==> src/rtl/phaser_cal_pkg.sv <==
// Shared definitions for the PHASER_IN fine-delay read calibration sequencer:
// FSM states, error codes and fixed timing constants.
package phaser_cal_pkg;

    typedef enum logic [3:0] {
        IDLE,
        WAIT_LOCK,
        DQS_RST,
        WAIT_DQS,
        SAMPLE,
        STEP,
        SETTLE,
        EVAL,
        CENTER,
        DONE,
        ERROR
    } state_t;

    localparam logic [2:0] ERR_NONE       = 3'd0;
    localparam logic [2:0] ERR_LOCK_TMO   = 3'd1;
    localparam logic [2:0] ERR_DQS_TMO    = 3'd2;
    localparam logic [2:0] ERR_DQS_OOR    = 3'd3;
    localparam logic [2:0] ERR_SAMPLE_TMO = 3'd4;
    localparam logic [2:0] ERR_WINDOW     = 3'd5;
    localparam logic [2:0] ERR_FINE_OVF   = 3'd6;

    localparam int DQS_RST_CYCLES = 4;

    // Wide enough for the largest wait (lock timeout) minus one.
    localparam int TMR_W = 13;

endpackage

==> src/rtl/phaser_cal_timer.sv <==
// Loadable down-counter shared by every timed wait of the calibration FSM.
// Loading N gives an expire flag on the (N+1)th cycle after the load.
module phaser_cal_timer #(
    parameter int W = 13
) (
    input  logic         clk_i,
    input  logic         rst_i,
    input  logic         load_i,
    input  logic [W-1:0] load_val_i,
    output logic         expired_o
);

    logic [W-1:0] count_q;
    logic [W-1:0] count_d;

    always_comb begin
        count_d = count_q;
        if (load_i) begin
            count_d = load_val_i;
        end else if (count_q != '0) begin
            count_d = count_q - W'(1);
        end
    end

    always_ff @(posedge clk_i) begin
        if (rst_i) begin
            count_q <= '0;
        end else begin
            count_q <= count_d;
        end
    end

    assign expired_o = (count_q == '0);

endmodule

==> src/rtl/phaser_in_fine_cal.sv <==
// Read-path fine-delay calibration: sweeps PHASER_IN fine taps, finds the passing
// window and parks at its centre. Define PHASER_IN_FINE_CAL_RECAL_EN to restart on lock loss in DONE.
module phaser_in_fine_cal
    import phaser_cal_pkg::*;
#(
    parameter int TAP_W          = 6,
    parameter int MAX_TAP        = 63,
    parameter int SETTLE_CYCLES  = 16,
    parameter int LOCK_TIMEOUT   = 4096,
    parameter int DQS_TIMEOUT    = 1024,
    parameter int SAMPLE_TIMEOUT = 256,
    parameter int MIN_WINDOW     = 4
) (
    input  logic             sys_clk,
    input  logic             rst,
    input  logic             start,
    input  logic             phaselocked,
    input  logic             dqsfound,
    input  logic             dqsoutofrange,
    input  logic             fineoverflow,
    output logic             sample_req,
    input  logic             sample_valid,
    input  logic             sample_match,
    output logic             rstdqsfind,
    output logic             fineenable,
    output logic             fineinc,
    output logic             cal_busy,
    output logic             cal_done,
    output logic             cal_err,
    output logic [2:0]       err_code,
    output logic [TAP_W-1:0] left_edge,
    output logic [TAP_W-1:0] right_edge,
    output logic [TAP_W-1:0] cur_tap
);

    state_t           state_q, state_d;
    logic [TAP_W-1:0] cur_tap_q, cur_tap_d;
    logic [TAP_W-1:0] left_q, left_d;
    logic [TAP_W-1:0] right_q, right_d;
    logic [TAP_W-1:0] target_q, target_d;
    logic             left_found_q, left_found_d;
    logic             centering_q, centering_d;
    logic [2:0]       err_q, err_d;
    logic             sample_req_q;

    logic             busy;
    logic             restart;
    logic [TAP_W:0]   width;
    logic [TAP_W:0]   sum;
    logic             tmr_load;
    logic [TMR_W-1:0] tmr_val;
    logic             tmr_expired;

    phaser_cal_timer #(.W(TMR_W)) u_timer (
        .clk_i      (sys_clk),
        .rst_i      (rst),
        .load_i     (tmr_load),
        .load_val_i (tmr_val),
        .expired_o  (tmr_expired)
    );

    assign busy  = (state_q != IDLE) && (state_q != DONE) && (state_q != ERROR);
    assign width = {1'b0, right_q} - {1'b0, left_q} + (TAP_W+1)'(1);
    assign sum   = {1'b0, left_q} + {1'b0, right_q};

    always_comb begin
        state_d      = state_q;
        cur_tap_d    = cur_tap_q;
        left_d       = left_q;
        right_d      = right_q;
        target_d     = target_q;
        left_found_d = left_found_q;
        centering_d  = centering_q;
        err_d        = err_q;
        fineenable   = 1'b0;
        fineinc      = 1'b0;
        restart      = 1'b0;

        case (state_q)
            IDLE: begin
                if (start) restart = 1'b1;
            end
            WAIT_LOCK: begin
                if (phaselocked) begin
                    state_d = DQS_RST;
                end else if (tmr_expired) begin
                    state_d = ERROR;
                    err_d   = ERR_LOCK_TMO;
                end
            end
            DQS_RST: begin
                if (tmr_expired) state_d = WAIT_DQS;
            end
            WAIT_DQS: begin
                if (dqsoutofrange) begin
                    state_d = ERROR;
                    err_d   = ERR_DQS_OOR;
                end else if (dqsfound) begin
                    state_d   = SAMPLE;
                    cur_tap_d = '0;
                end else if (tmr_expired) begin
                    state_d = ERROR;
                    err_d   = ERR_DQS_TMO;
                end
            end
            SAMPLE: begin
                if (sample_valid) begin
                    if (sample_match) begin
                        // First pass also seeds the right edge so a one-tap window has width 1.
                        if (!left_found_q) begin
                            left_d       = cur_tap_q;
                            left_found_d = 1'b1;
                        end
                        right_d = cur_tap_q;
                        state_d = (cur_tap_q == TAP_W'(MAX_TAP)) ? EVAL : STEP;
                    end else begin
                        state_d = left_found_q ? EVAL : STEP;
                    end
                end else if (tmr_expired) begin
                    state_d = ERROR;
                    err_d   = ERR_SAMPLE_TMO;
                end
            end
            STEP: begin
                // Only a failing top tap with no window yet reaches STEP at MAX_TAP.
                if (cur_tap_q == TAP_W'(MAX_TAP)) begin
                    state_d = ERROR;
                    err_d   = ERR_WINDOW;
                end else begin
                    fineenable = 1'b1;
                    fineinc    = 1'b1;
                    cur_tap_d  = cur_tap_q + TAP_W'(1);
                    state_d    = SETTLE;
                end
            end
            SETTLE: begin
                if (tmr_expired) state_d = centering_q ? CENTER : SAMPLE;
            end
            EVAL: begin
                if (width < (TAP_W+1)'(MIN_WINDOW)) begin
                    state_d = ERROR;
                    err_d   = ERR_WINDOW;
                end else begin
                    target_d    = sum[TAP_W:1];
                    centering_d = 1'b1;
                    state_d     = CENTER;
                end
            end
            CENTER: begin
                if (cur_tap_q != target_q) begin
                    fineenable = 1'b1;
                    cur_tap_d  = cur_tap_q - TAP_W'(1);
                    state_d    = SETTLE;
                end else begin
                    state_d = DONE;
                end
            end
            DONE: begin
                if (start) begin
                    restart = 1'b1;
                end
`ifdef PHASER_IN_FINE_CAL_RECAL_EN
                else if (!phaselocked) begin
                    restart = 1'b1;
                end
`endif
            end
            ERROR: begin
                if (start) restart = 1'b1;
            end
            default: state_d = IDLE;
        endcase

        if (restart) begin
            state_d      = WAIT_LOCK;
            left_d       = '0;
            right_d      = '0;
            target_d     = '0;
            left_found_d = 1'b0;
            centering_d  = 1'b0;
            err_d        = ERR_NONE;
        end

        // Overflow overrides everything, including a tap move decided above.
        if (busy && fineoverflow) begin
            state_d    = ERROR;
            err_d      = ERR_FINE_OVF;
            cur_tap_d  = cur_tap_q;
            fineenable = 1'b0;
            fineinc    = 1'b0;
        end

        tmr_load = (state_d != state_q);
        case (state_d)
            WAIT_LOCK: tmr_val = TMR_W'(LOCK_TIMEOUT - 1);
            DQS_RST:   tmr_val = TMR_W'(DQS_RST_CYCLES - 1);
            WAIT_DQS:  tmr_val = TMR_W'(DQS_TIMEOUT - 1);
            SAMPLE:    tmr_val = TMR_W'(SAMPLE_TIMEOUT - 1);
            SETTLE:    tmr_val = TMR_W'(SETTLE_CYCLES - 1);
            default:   tmr_val = '0;
        endcase
    end

    always_ff @(posedge sys_clk) begin
        if (rst) begin
            state_q      <= IDLE;
            cur_tap_q    <= '0;
            left_q       <= '0;
            right_q      <= '0;
            target_q     <= '0;
            left_found_q <= 1'b0;
            centering_q  <= 1'b0;
            err_q        <= ERR_NONE;
            sample_req_q <= 1'b0;
        end else begin
            state_q      <= state_d;
            cur_tap_q    <= cur_tap_d;
            left_q       <= left_d;
            right_q      <= right_d;
            target_q     <= target_d;
            left_found_q <= left_found_d;
            centering_q  <= centering_d;
            err_q        <= err_d;
            sample_req_q <= (state_d == SAMPLE) && (state_q != SAMPLE);
        end
    end

    assign sample_req = sample_req_q;
    assign rstdqsfind = (state_q == DQS_RST);
    assign cal_busy   = busy;
`ifdef PHASER_IN_FINE_CAL_RECAL_EN
    assign cal_done   = (state_q == DONE) && phaselocked;
`else
    assign cal_done   = (state_q == DONE);
`endif
    assign cal_err    = (state_q == ERROR);
    assign err_code   = err_q;
    assign left_edge  = left_q;
    assign right_edge = right_q;
    assign cur_tap    = cur_tap_q;

endmodule
==> config.mk <==
export PLATFORM = sky130hd
export DESIGN_NAME = phaser_in_fine_cal
export DESIGN_NICKNAME = d
export VERILOG_FILES = /design/src/rtl/phaser_cal_pkg.sv /design/src/rtl/phaser_cal_timer.sv /design/src/rtl/phaser_in_fine_cal.sv
export SDC_FILE = /design/constraint.sdc
export NUM_CORES = 1
export LEC_CHECK = 0
export ABC_AREA = 0
export CAP_MARGIN = 40
export CELL_PAD_IN_SITES_DETAIL_PLACEMENT = 2
export CELL_PAD_IN_SITES_GLOBAL_PLACEMENT = 2
export CORE_UTILIZATION = 25
export CTS_BUF_LIST = sky130_fd_sc_hd__clkbuf_16
export CTS_CLUSTER_SIZE = 12
export DETAILED_ROUTE_END_ITERATION = 16
export GPL_TIMING_DRIVEN = 0
export HOLD_SLACK_MARGIN = 0.03
export PLACE_DENSITY_LB_ADDON = 0.1
export SETUP_SLACK_MARGIN = 0.05
export SYNTH_ARGS = -nofsm -noshare
export SYNTH_HDL_FRONTEND = slang
export SYNTH_HIERARCHICAL = 1
export SYNTH_SLANG_ARGS = --single-unit
==> constraint.sdc <==
create_clock -name sys_clk -period 4.3 [get_ports sys_clk]
set_clock_uncertainty 0.15 [all_clocks]
set_input_delay 1.29 -clock sys_clk [delete_from_list [all_inputs] [get_ports sys_clk]]
set_output_delay 1.29 -clock sys_clk [all_outputs]
set_load 0.02 [all_outputs]
==> flow_metrics.env, run 1 <==
export IMPL_cts_root_buf="clkbuf_16"
export IMPL_slew_viol_final=0
export IMPL_syn_area_um2=3555
export IMPL_holdWs_ns=0.3629
export IMPL_grt_ovfl_total=0
export IMPL_setup_violations_final=0
export IMPL_grt_max_degree=15
export IMPL_place_area_um2=4135
export IMPL_h_tree_depth=2
export IMPL_via_count=3521
export IMPL_wl_per_cell_um=19.03
export IMPL_dp_final_hpwl_mm=10.11
export IMPL_path_clk_slew_ns=0.07
export IMPL_synth_nets=488
export IMPL_synth_cell_type_count=73
export IMPL_place_inst=672
export IMPL_drt_first_pass_iters=4
export IMPL_core_area_um2=13880
export IMPL_fp_dieH_um=121.2
export IMPL_row_count=43
export IMPL_hold_path_class="reg2reg"
export IMPL_hold_violations=0
export IMPL_layout_worst_path_cycle_share_pct=96.65
export IMPL_drtAntennaViolNets=0
export IMPL_area_delta_synth_final_pct=21.65
export IMPL_p_total_mw=2.388
export IMPL_cp_data_required_time_ns=4.37
export IMPL_multi_input_area_um2=2402
export IMPL_start_kind="input port"
export IMPL_routabilityCongestion=0.8180
export IMPL_layout_drive_gt1_share_pct=9.600
export IMPL_drv_cap=0
export IMPL_finalNonFillerCells=680
export IMPL_leakagePower_nw=1.737
export IMPL_arrival_ns=4.23
export IMPL_ios=37
export IMPL_avgSynthCellArea_um2=7.795
export IMPL_design_area_um2=4324
export IMPL_drcViolationCount=0
export IMPL_grt_pass1_vias=3713
export IMPL_synth_edf_count=0
export IMPL_grt_pass1_wl_mm=20.47
export IMPL_nNetsFinal=531
export IMPL_antenna_found_initial=0
export IMPL_tightest_slew_ns=0.6422
export IMPL_fin_ws_ns=0.1440
export IMPL_clockBufferDepth=2
export IMPL_drtIter0Drc=121
export IMPL_status="finished, final reports clean"
export IMPL_regArea_um2=940.9
export IMPL_syn_instance_count=456
export IMPL_period_minus_slack_ns=4.156
export IMPL_cts_buffers=5
export IMPL_p_per_area_nw_per_um2=552.3
export IMPL_ys_seq_elements=47
export IMPL_max_slew_margin_pct=56.86
export IMPL_dieArea_um2=14700
export IMPL_pre_cts_slack_ns=-0.4211
export IMPL_seq_area_frac_synth_pct=26.47
export IMPL_max_vdd_ir_drop_uv=194.7
export IMPL_diodes=0
export IMPL_viasPerCell=5.178
export IMPL_n_fill_cell=1648
export IMPL_yosysWarningCount=6
export IMPL_clock_latency_ns=0.30
export IMPL_synthArstFlopShare_pct=0
export IMPL_cts_tree="yes"
export IMPL_io_buffers=35
export IMPL_cp_end_kind="register"
export IMPL_crit_type="in2reg"
export IMPL_yosys_most_used_dff="dfxtp_1"
export IMPL_crit_fanout=9
export IMPL_gr_usage_all_layers_pct=18.32
export IMPL_clock_sinks=47
export IMPL_rsz0062_at_grt="false"
export IMPL_start_util_pct=25.61
export IMPL_die_w_um=121.2
export IMPL_fmax_mhz=240.6
export IMPL_wl_mm=12.94
cell type report:
cell class / instances / area share, %
tap: 180 / 5.208
sequential: 47 / 21.76
inverter: 31 / 2.691
clock inverter: 3 / 0.3762
clock buffer: 5 / 2.894
buffer: 26 / 3.241
multi-input combinational: 352 / 55.56
timing repair buffer: 36 / 8.275
through the flow:
stage / util (%) / TNS [ns]
after floorplan: - / 0
after global placement: 29.75 / -7.026
after detailed placement: 29.79 / -4.768
after CTS: 30.92 / 0
after global routing: 31.15 / 0
final: 31.15 / 0
metal layers:
metal | up-vias | share of wire, % | wire (um) | global-route usage, %
li1 | 1710 | - | - | -
met1 | 1736 | 50 | 6514 | 25.39
met4 | 0 | 2.5 | 325 | 6.327
met5 | - | 0 | 0 | 0
met3 | 21 | 2.6 | 342 | 2.632
met2 | 54 | 44 | 5756 | 28.82
flip-flops by register name, indices dropped and copies added (netlist names), 3 cells and up:
signal and count:
cur_tap 6, err_code 3, left_edge 6, right_edge 6, state_q 4, target_q 6, u_timer/count_q 13
worst max-delay path: stages:
cell and delay, ns:
clkdlybuf4s50_1 0.51, or4bb_1 0.53, a21oi_1 0.22, o21ai_0 0.12
and4b_1 0.24, a21boi_2 0.19, nand3_1 0.11, nand4_1 0.09
clkbuf_2 0.21, or4_1 0.55, a31oi_1 0.17
worst paths after layout:
check | start | endpoint | slack [ns] | depth (start not counted)
max reg2reg | u_timer/count_q[0]$_SDFFE_PP0P_ | u_timer/count_q[9]$_SDFFE_PP0P_ | 0.22 | 17
min reg2reg | err_code[1]$_SDFFE_PP0P_ | err_code[1]$_SDFFE_PP0P_ | 0.36 | 2
max | dqsfound | u_timer/count_q[9]$_SDFFE_PP0P_ | 0.14 | 11
min | err_code[1]$_SDFFE_PP0P_ | err_code[1]$_SDFFE_PP0P_ | 0.36 | 2
report_power, final:
part | internal (mW) | switching [mW]
Combinational | 0.526 | 0.905
Sequential | 0.498 | 0.0566
Clock | 0.213 | 0.188
Total | 1.24 | 1.15
cells in the final DEF, fill, tap and decap left out, drive strengths merged, types with 3 or more instances in the layout:
master         instances
nor2                  58
dfxtp                 47
a21oi                 36
clkdlybuf4s50         34
inv                   32
nand2                 28
ha                    20
o21ai                 19
clkbuf                19
mux2i                 15
xnor2                 14
nor3                  14
buf                   13
a211oi                12
xor2                  10
or4                   10
nand3                  9
nand2b                 8
nor4                   8
or3                    7
o21bai                 7
o31ai                  6
a31oi                  5
o22ai                  4
nand4                  4
nor2b                  4
or2                    4
a31o                   3
o2bb2ai                3
fa                     3
or3b                   3
synth_stat cells (all sizes together) (4+ instances only):
cell type / n / share of area [%]
a211oi: 12 / 2.5
a21oi: 36 / 5.2
a31oi: 5 / 0.88
buf: 12 / 2.3
clkbuf: 14 / 1.5
dfxtp: 47 / 26
ha: 20 / 7.0
inv: 31 / 3.3
mux2i: 15 / 4.2
nand2: 28 / 3.0
nand2b: 8 / 1.4
nand3: 9 / 1.3
nand4: 4 / 0.70
nor2: 58 / 6.2
nor2b: 4 / 0.70
nor3: 14 / 2.0
nor4: 8 / 1.8
o21ai: 19 / 2.8
o21bai: 7 / 1.5
o22ai: 4 / 0.70
o31ai: 6 / 1.3
or2: 4 / 0.70
or3: 7 / 1.2
or4: 10 / 2.6
xnor2: 14 / 3.4
xor2: 10 / 2.5
logic make-up (layout without fill, tap and decap cells):
family / count (synthesis) / count (layout) / share of synthesized area, %
compound gates: 119 / 119 / 22.07
other cells: 1 / 1 / 0.1055
flops: 47 / 47 / 26.47
buf+inv: 57 / 101 / 7.004
xor+xnor: 24 / 24 / 5.913
fa+ha+maj: 23 / 23 / 8.729
mux: 15 / 15 / 4.224
simple gates: 170 / 170 / 25.48
what timing repair did:
| item | CTS | global route |
|---|---|---|
| cloned | 0 | 0 |
| resized for setup | 7 | 9 |
| buffers inserted | 0 | 0 |
| setup endpoints to repair | 14 | 12 |
| hold buffers | 0 | 0 |
(Power assumes the default switching activity.)
==> run 2: changes to the inputs <==
MAX_ROUTING_LAYER = met4   (was default)
clock period = 3.95 ns   (was 4.3 ns; I/O delays follow)
==> run 2 against run 1 <==
Compared with the run above: sequential cell count unchanged; worst hold slack improved by 0.0016 ns; clock power grew 9.2%; critical path type is now reg2reg; non-clock buffer count is 5 higher; via count increased by 1.1%; final cell count is 0.74% higher; first-iteration DRC count increased by 21%; combinational power grew 20%; highest routed layer unchanged; power rose by 15%; global-route usage is 0.72 points higher.
==> flow_metrics.env, run 2 (synthesis gave the netlist of run 1 again) <==
export IMPL_final_common_cell="nor2_1"
export IMPL_grt_pass1_wl_mm=20.76
export IMPL_drt_first_pass_iters=4
export IMPL_wl_met1_mm=6.598
export IMPL_clockBufferDepth=2
export IMPL_crit_type="reg2reg"
export IMPL_holdWs_ns=0.3646
export IMPL_nNetsFinal=536
export IMPL_cts_buffers=5
export IMPL_wl_per_cell_um=19.21
export IMPL_top_layer="met4"
export IMPL_p_per_area_nw_per_um2=620.8
export IMPL_arrival_ns=3.87
export IMPL_dp_final_hpwl_mm=10.11
export IMPL_wl_mm=13.16
export IMPL_r2r_start="u_timer/count_q[0]$_SDFFE_PP0P_"
export IMPL_hold_path_class="reg2reg"
export IMPL_startpoint="u_timer/count_q[0]$_SDFFE_PP0P_"
export IMPL_wl_met3_um=335
export IMPL_period_minus_slack_ns=3.797
export IMPL_fmax_mhz=263.4
export IMPL_grt_max_degree=15
export IMPL_start_kind="register"
export IMPL_grt_ovfl_total=0
export IMPL_h_tree_depth=2
export IMPL_routabilityCongestion=0.8303
export IMPL_path_clk_slew_ns=0.07
export IMPL_finalNonFillerCells=685
export IMPL_multi_input_area_um2=2460
export IMPL_max_stage_delay_ns=0.52
export IMPL_antenna_found_initial=0
export IMPL_layout_worst_path_cycle_share_pct=96.12
export IMPL_ios=37
export IMPL_status="finished, final reports clean"
export IMPL_clock_latency_ns=0.30
export IMPL_drcViolationCount=0
export IMPL_regArea_um2=943.4
export IMPL_core_area_um2=13880
export IMPL_setup_violations_final=0
export IMPL_rsz0062_at_grt="true"
export IMPL_crit_chain="inv_1, ha_1, or4b_4, buf_6, nor4_4, buf_4, buf_4, or3b_2, a21oi_1, a211oi_2, and4b_1, a21boi_2, nand3_1, nand4_1, buf_6, or4_1, a31oi_1"
export IMPL_clock_sinks=47
export IMPL_leakagePower_nw=1.786
export IMPL_max_slew_margin_pct=57.28
export IMPL_place_inst=672
export IMPL_n_fill_cell=1643
export IMPL_via_count=3561
export IMPL_grt_pass1_vias=3744
export IMPL_max_vdd_ir_drop_uv=211.8
export IMPL_area_delta_synth_final_pct=24.74
export IMPL_fp_dieH_um=121.2
export IMPL_worstHoldStart="err_code[1]$_SDFFE_PP0P_"
export IMPL_diodes=0
export IMPL_cts_root_buf="clkbuf_16"
export IMPL_drtAntennaViolNets=0
export IMPL_dieArea_um2=14700
export IMPL_p_total_mw=2.753
export IMPL_crit_path_top_delay_cell="or4_1"
export IMPL_cp_data_required_time_ns=4.02
export IMPL_hold_violations=0
export IMPL_viasPerCell=5.199
export IMPL_largest_register="u_timer/count_q"
export IMPL_gr_usage_all_layers_pct=19.04
export IMPL_die_w_um=121.2
export IMPL_largest_register_ffs=13
export IMPL_wl_met2_mm=5.954
export IMPL_io_buffers=35
export IMPL_tightest_slew_ns=0.6389
export IMPL_mostFrequentLayoutCells="nor2_1, dfxtp_1, a21oi_1, clkdlybuf4s50_1, inv_1"
export IMPL_start_util_pct=25.61
export IMPL_crit_fanout=6
export IMPL_cp_end_kind="register"
export IMPL_layout_drive_gt1_share_pct=13.86
export IMPL_drtIter0Drc=147
export IMPL_drv_cap=0
export IMPL_slew_viol_final=0
export IMPL_row_count=43
export IMPL_cts_tree="yes"
## run 2: where the power goes
| group | internal, mW | total [mW] | switching, mW |
|---|---|---|---|
| Combinational | 0.670 | 1.71 | 1.04 |
| Sequential | 0.544 | 0.608 | 0.0643 |
| Clock | 0.232 | 0.439 | 0.207 |
## run 2: repair_timing
action | 4_1_cts | 5_1_grt
endpoints found under the setup margin | 15 | 14
hold buffers | 0 | 0
setup buffers | 1 | 4
pin swaps | 0 | 7
resized for setup | 24 | 23
## run 2: layout make-up
cell class / instances / area share, %
multi-input combinational: 352 / 55.47
sequential: 47 / 21.28
timing repair buffer: 41 / 8.691
tap: 180 / 5.079
buffer: 26 / 3.668
clock buffer: 5 / 2.822
inverter: 31 / 2.624
clock inverter: 3 / 0.3668
## run 2: path summary, 6_finish.rpt
path / end / slack [ns] / cells after the start
worst max-delay path: u_timer/count_q[9]$_SDFFE_PP0P_ / 0.15 / 17
worst min-delay path: err_code[1]$_SDFFE_PP0P_ / 0.36 / 2
worst max register to register: u_timer/count_q[9]$_SDFFE_PP0P_ / 0.15 / 17
worst min register to register: err_code[1]$_SDFFE_PP0P_ / 0.36 / 2
## run 2: metrics by stage
step                       TNS (ns)  setup slack, ns  cell area [um^2]  util [%]
after floorplan                   0           0.3231              3555         -
after global placement       -12.06          -0.9510              4130     29.75
after detailed placement     -8.110          -0.6661              4135     29.79
after CTS                         0         0.004145              4352     31.35
after global routing      -0.001279        -0.001279              4434     31.95
final                             0           0.1534              4434     31.95
## run 2: worst max-delay path, delay by kind of cell, from the launching register on
| kind | cells | cell delay, ns |
|---|---|---|
| AND/OR/NAND/NOR | 7 | 1.69 |
| adder cells (fa/ha/maj) | 1 | 0.21 |
| AO/OA/AOI/OAI | 4 | 0.65 |
| buffers and inverters | 5 | 0.66 |
| flip-flops | 1 | 0.37 |
## run 2: routing by layer
layer / vias to the layer above / track usage (%)
met3: 20 / 2.679
met2: 49 / 29.39
met1: 1764 / 25.68
met5: - / -
li1: 1728 / -
met4: 0 / 5.787
==> run 3: changes to the inputs <==
SLEW_MARGIN = 15   (was default)
==> results of run 3 <==
No change in the layout: final DEF, timing and power equal those of run 2.
==> patch, RTL diff (config.mk and constraints of run 3) <==
`TAP_W`: 6 -> 3.
--- a/src/rtl/phaser_in_fine_cal.sv
+++ b/src/rtl/phaser_in_fine_cal.sv
@@ -5,3 +5,3 @@
 #(
-    parameter int TAP_W          = 6,
+    parameter int TAP_W          = 3,
     parameter int MAX_TAP        = 63,
Interface: changed (resized cur_tap, left_edge and right_edge); port bits go from 37 to 28. The function was not compared with the original's and may differ.
==> patch against run 3 <==
  * Worst setup slack better by 0.043 ns
  * Critical path depth down 13
  * Cell area down 24%
  * Sequential cell count down 12
  * Die area down 25%
  * Synthesized cell count down 31%
  * Wire length down 30%
  * Non-clock buffer count down 16
  * Cell count down 28%
  * Total power down 13%
  * Synthesized area down 26%
  * Sequential power down 16%
  * Combinational power down 12%
==> patch: results <==
metrics = {
    "run_status": {
        "status": "finished, final reports clean",
    },
    "synth": {
        "synth_nets": 332,
        "synth_mux_area_share_pct": 3.41,
        "synth_seq_area_share_pct": 26.5,
        "synth_fa_ha_area_share_pct": 5.11,
        "synth-xor-area-share_pct": 4.64,
        "synthTopCellsByCount": "35 x dfxtp_1, 30 x nor2_1, 21 x nand2_1",
        "synth_area_sq_um": 2640,
    },
    "clocking": {
        "clock_latency_ns": 0.27,
    },
    "min_path": {
        "hp-start": "err_code[0]$_SDFFE_PP0P_",
        "min_to": "err_code[0]$_SDFFE_PP0P_",
    },
    "cells_and_area": {
        "post-route-util_pct": 32.8,
        "nonClkBufAreaFrac_pct": 13.6,
        "multi_input_area_sq_um": 1840,
        "inv_count": 18,
        "n_all_buffers": 51,
        "clock_area_share_pct": 3.82,
    },
    "global_routing": {
        "grt_pass1_vias": 2737,
        "grt_pass1_wl_um": 15100,
    },
    "drt": {
        "routed_wirelength_um": 9250,
        "wl_per_cell_um": 18.8,
    },
    "placed_design": {
        "port_buffers": 27,
        "dpl_cell_area_sq_um": 3080,
        "placedCellCount": 477,
    },
    "sta": {
        "maxSlewHeadroom_pct": 56.2,
    },
    "worst_setup_path": {
        "ff2ff_path_depth": 14,
    },
}
patch: changes by cell type after synthesis, moves of 8 or more:
cell / delta
a21oi_1: -18
clkbuf_1: -9
dfxtp_1: -12
ha_1: -14
inv_1: -13
nor2_1: -27
xor2_1: -8
patch: worst max-delay path by stage:
stage                                          startpoint                         endpoint  slack, ns  cells after the start
after floorplan           u_timer/count_q[0]$_SDFFE_PP0P_  u_timer/count_q[9]$_SDFFE_PP0P_       0.26                     15
after global routing                         fineoverflow                       fineenable       0.06                      4
after global placement    u_timer/count_q[0]$_SDFFE_PP0P_  u_timer/count_q[9]$_SDFFE_PP0P_      -0.93                     16
final                                        fineoverflow                       fineenable       0.20                      4
after CTS                 u_timer/count_q[0]$_SDFFE_PP0P_  u_timer/count_q[9]$_SDFFE_PP0P_       0.05                     16
after detailed placement  u_timer/count_q[0]$_SDFFE_PP0P_  u_timer/count_q[9]$_SDFFE_PP0P_      -0.97                     16
patch: repair_timing:
item / 4_1_cts / 5_1_grt
pin swaps: 6 / 6
resized for setup: 25 / 9
buffers inserted: 7 / 3
gates cloned: 0 / 0
setup endpoints to repair: 18 / 11
patch: power by group through the flow:
stage / combinational [mW] / sequential (mW) / clock, mW
global route: 1.65 / 0.520 / 0.395
CTS: 1.51 / 0.507 / 0.378
global placement: 1.33 / 0.507 / 0
floorplan: 0.975 / 0.495 / 0
detailed placement: 1.35 / 0.511 / 0
finish: 1.51 / 0.510 / 0.363
patch: critical path, cell delays in order:
cell	delay, ns
clkdlybuf4s15_1	0.31
o311a_2	0.27
nor2_1	0.26
dlygate4sd2_1	0.38
patch: layer usage:
metal,track usage [%],part of all wire [%],up-vias,routed length [um]
li1,-,-,1238,-
met5,-,0,-,0
met4,3.32,0.54,0,50
met2,28.5,46,37,4240
met3,2.43,2.5,4,233
met1,24.8,51,1271,4730
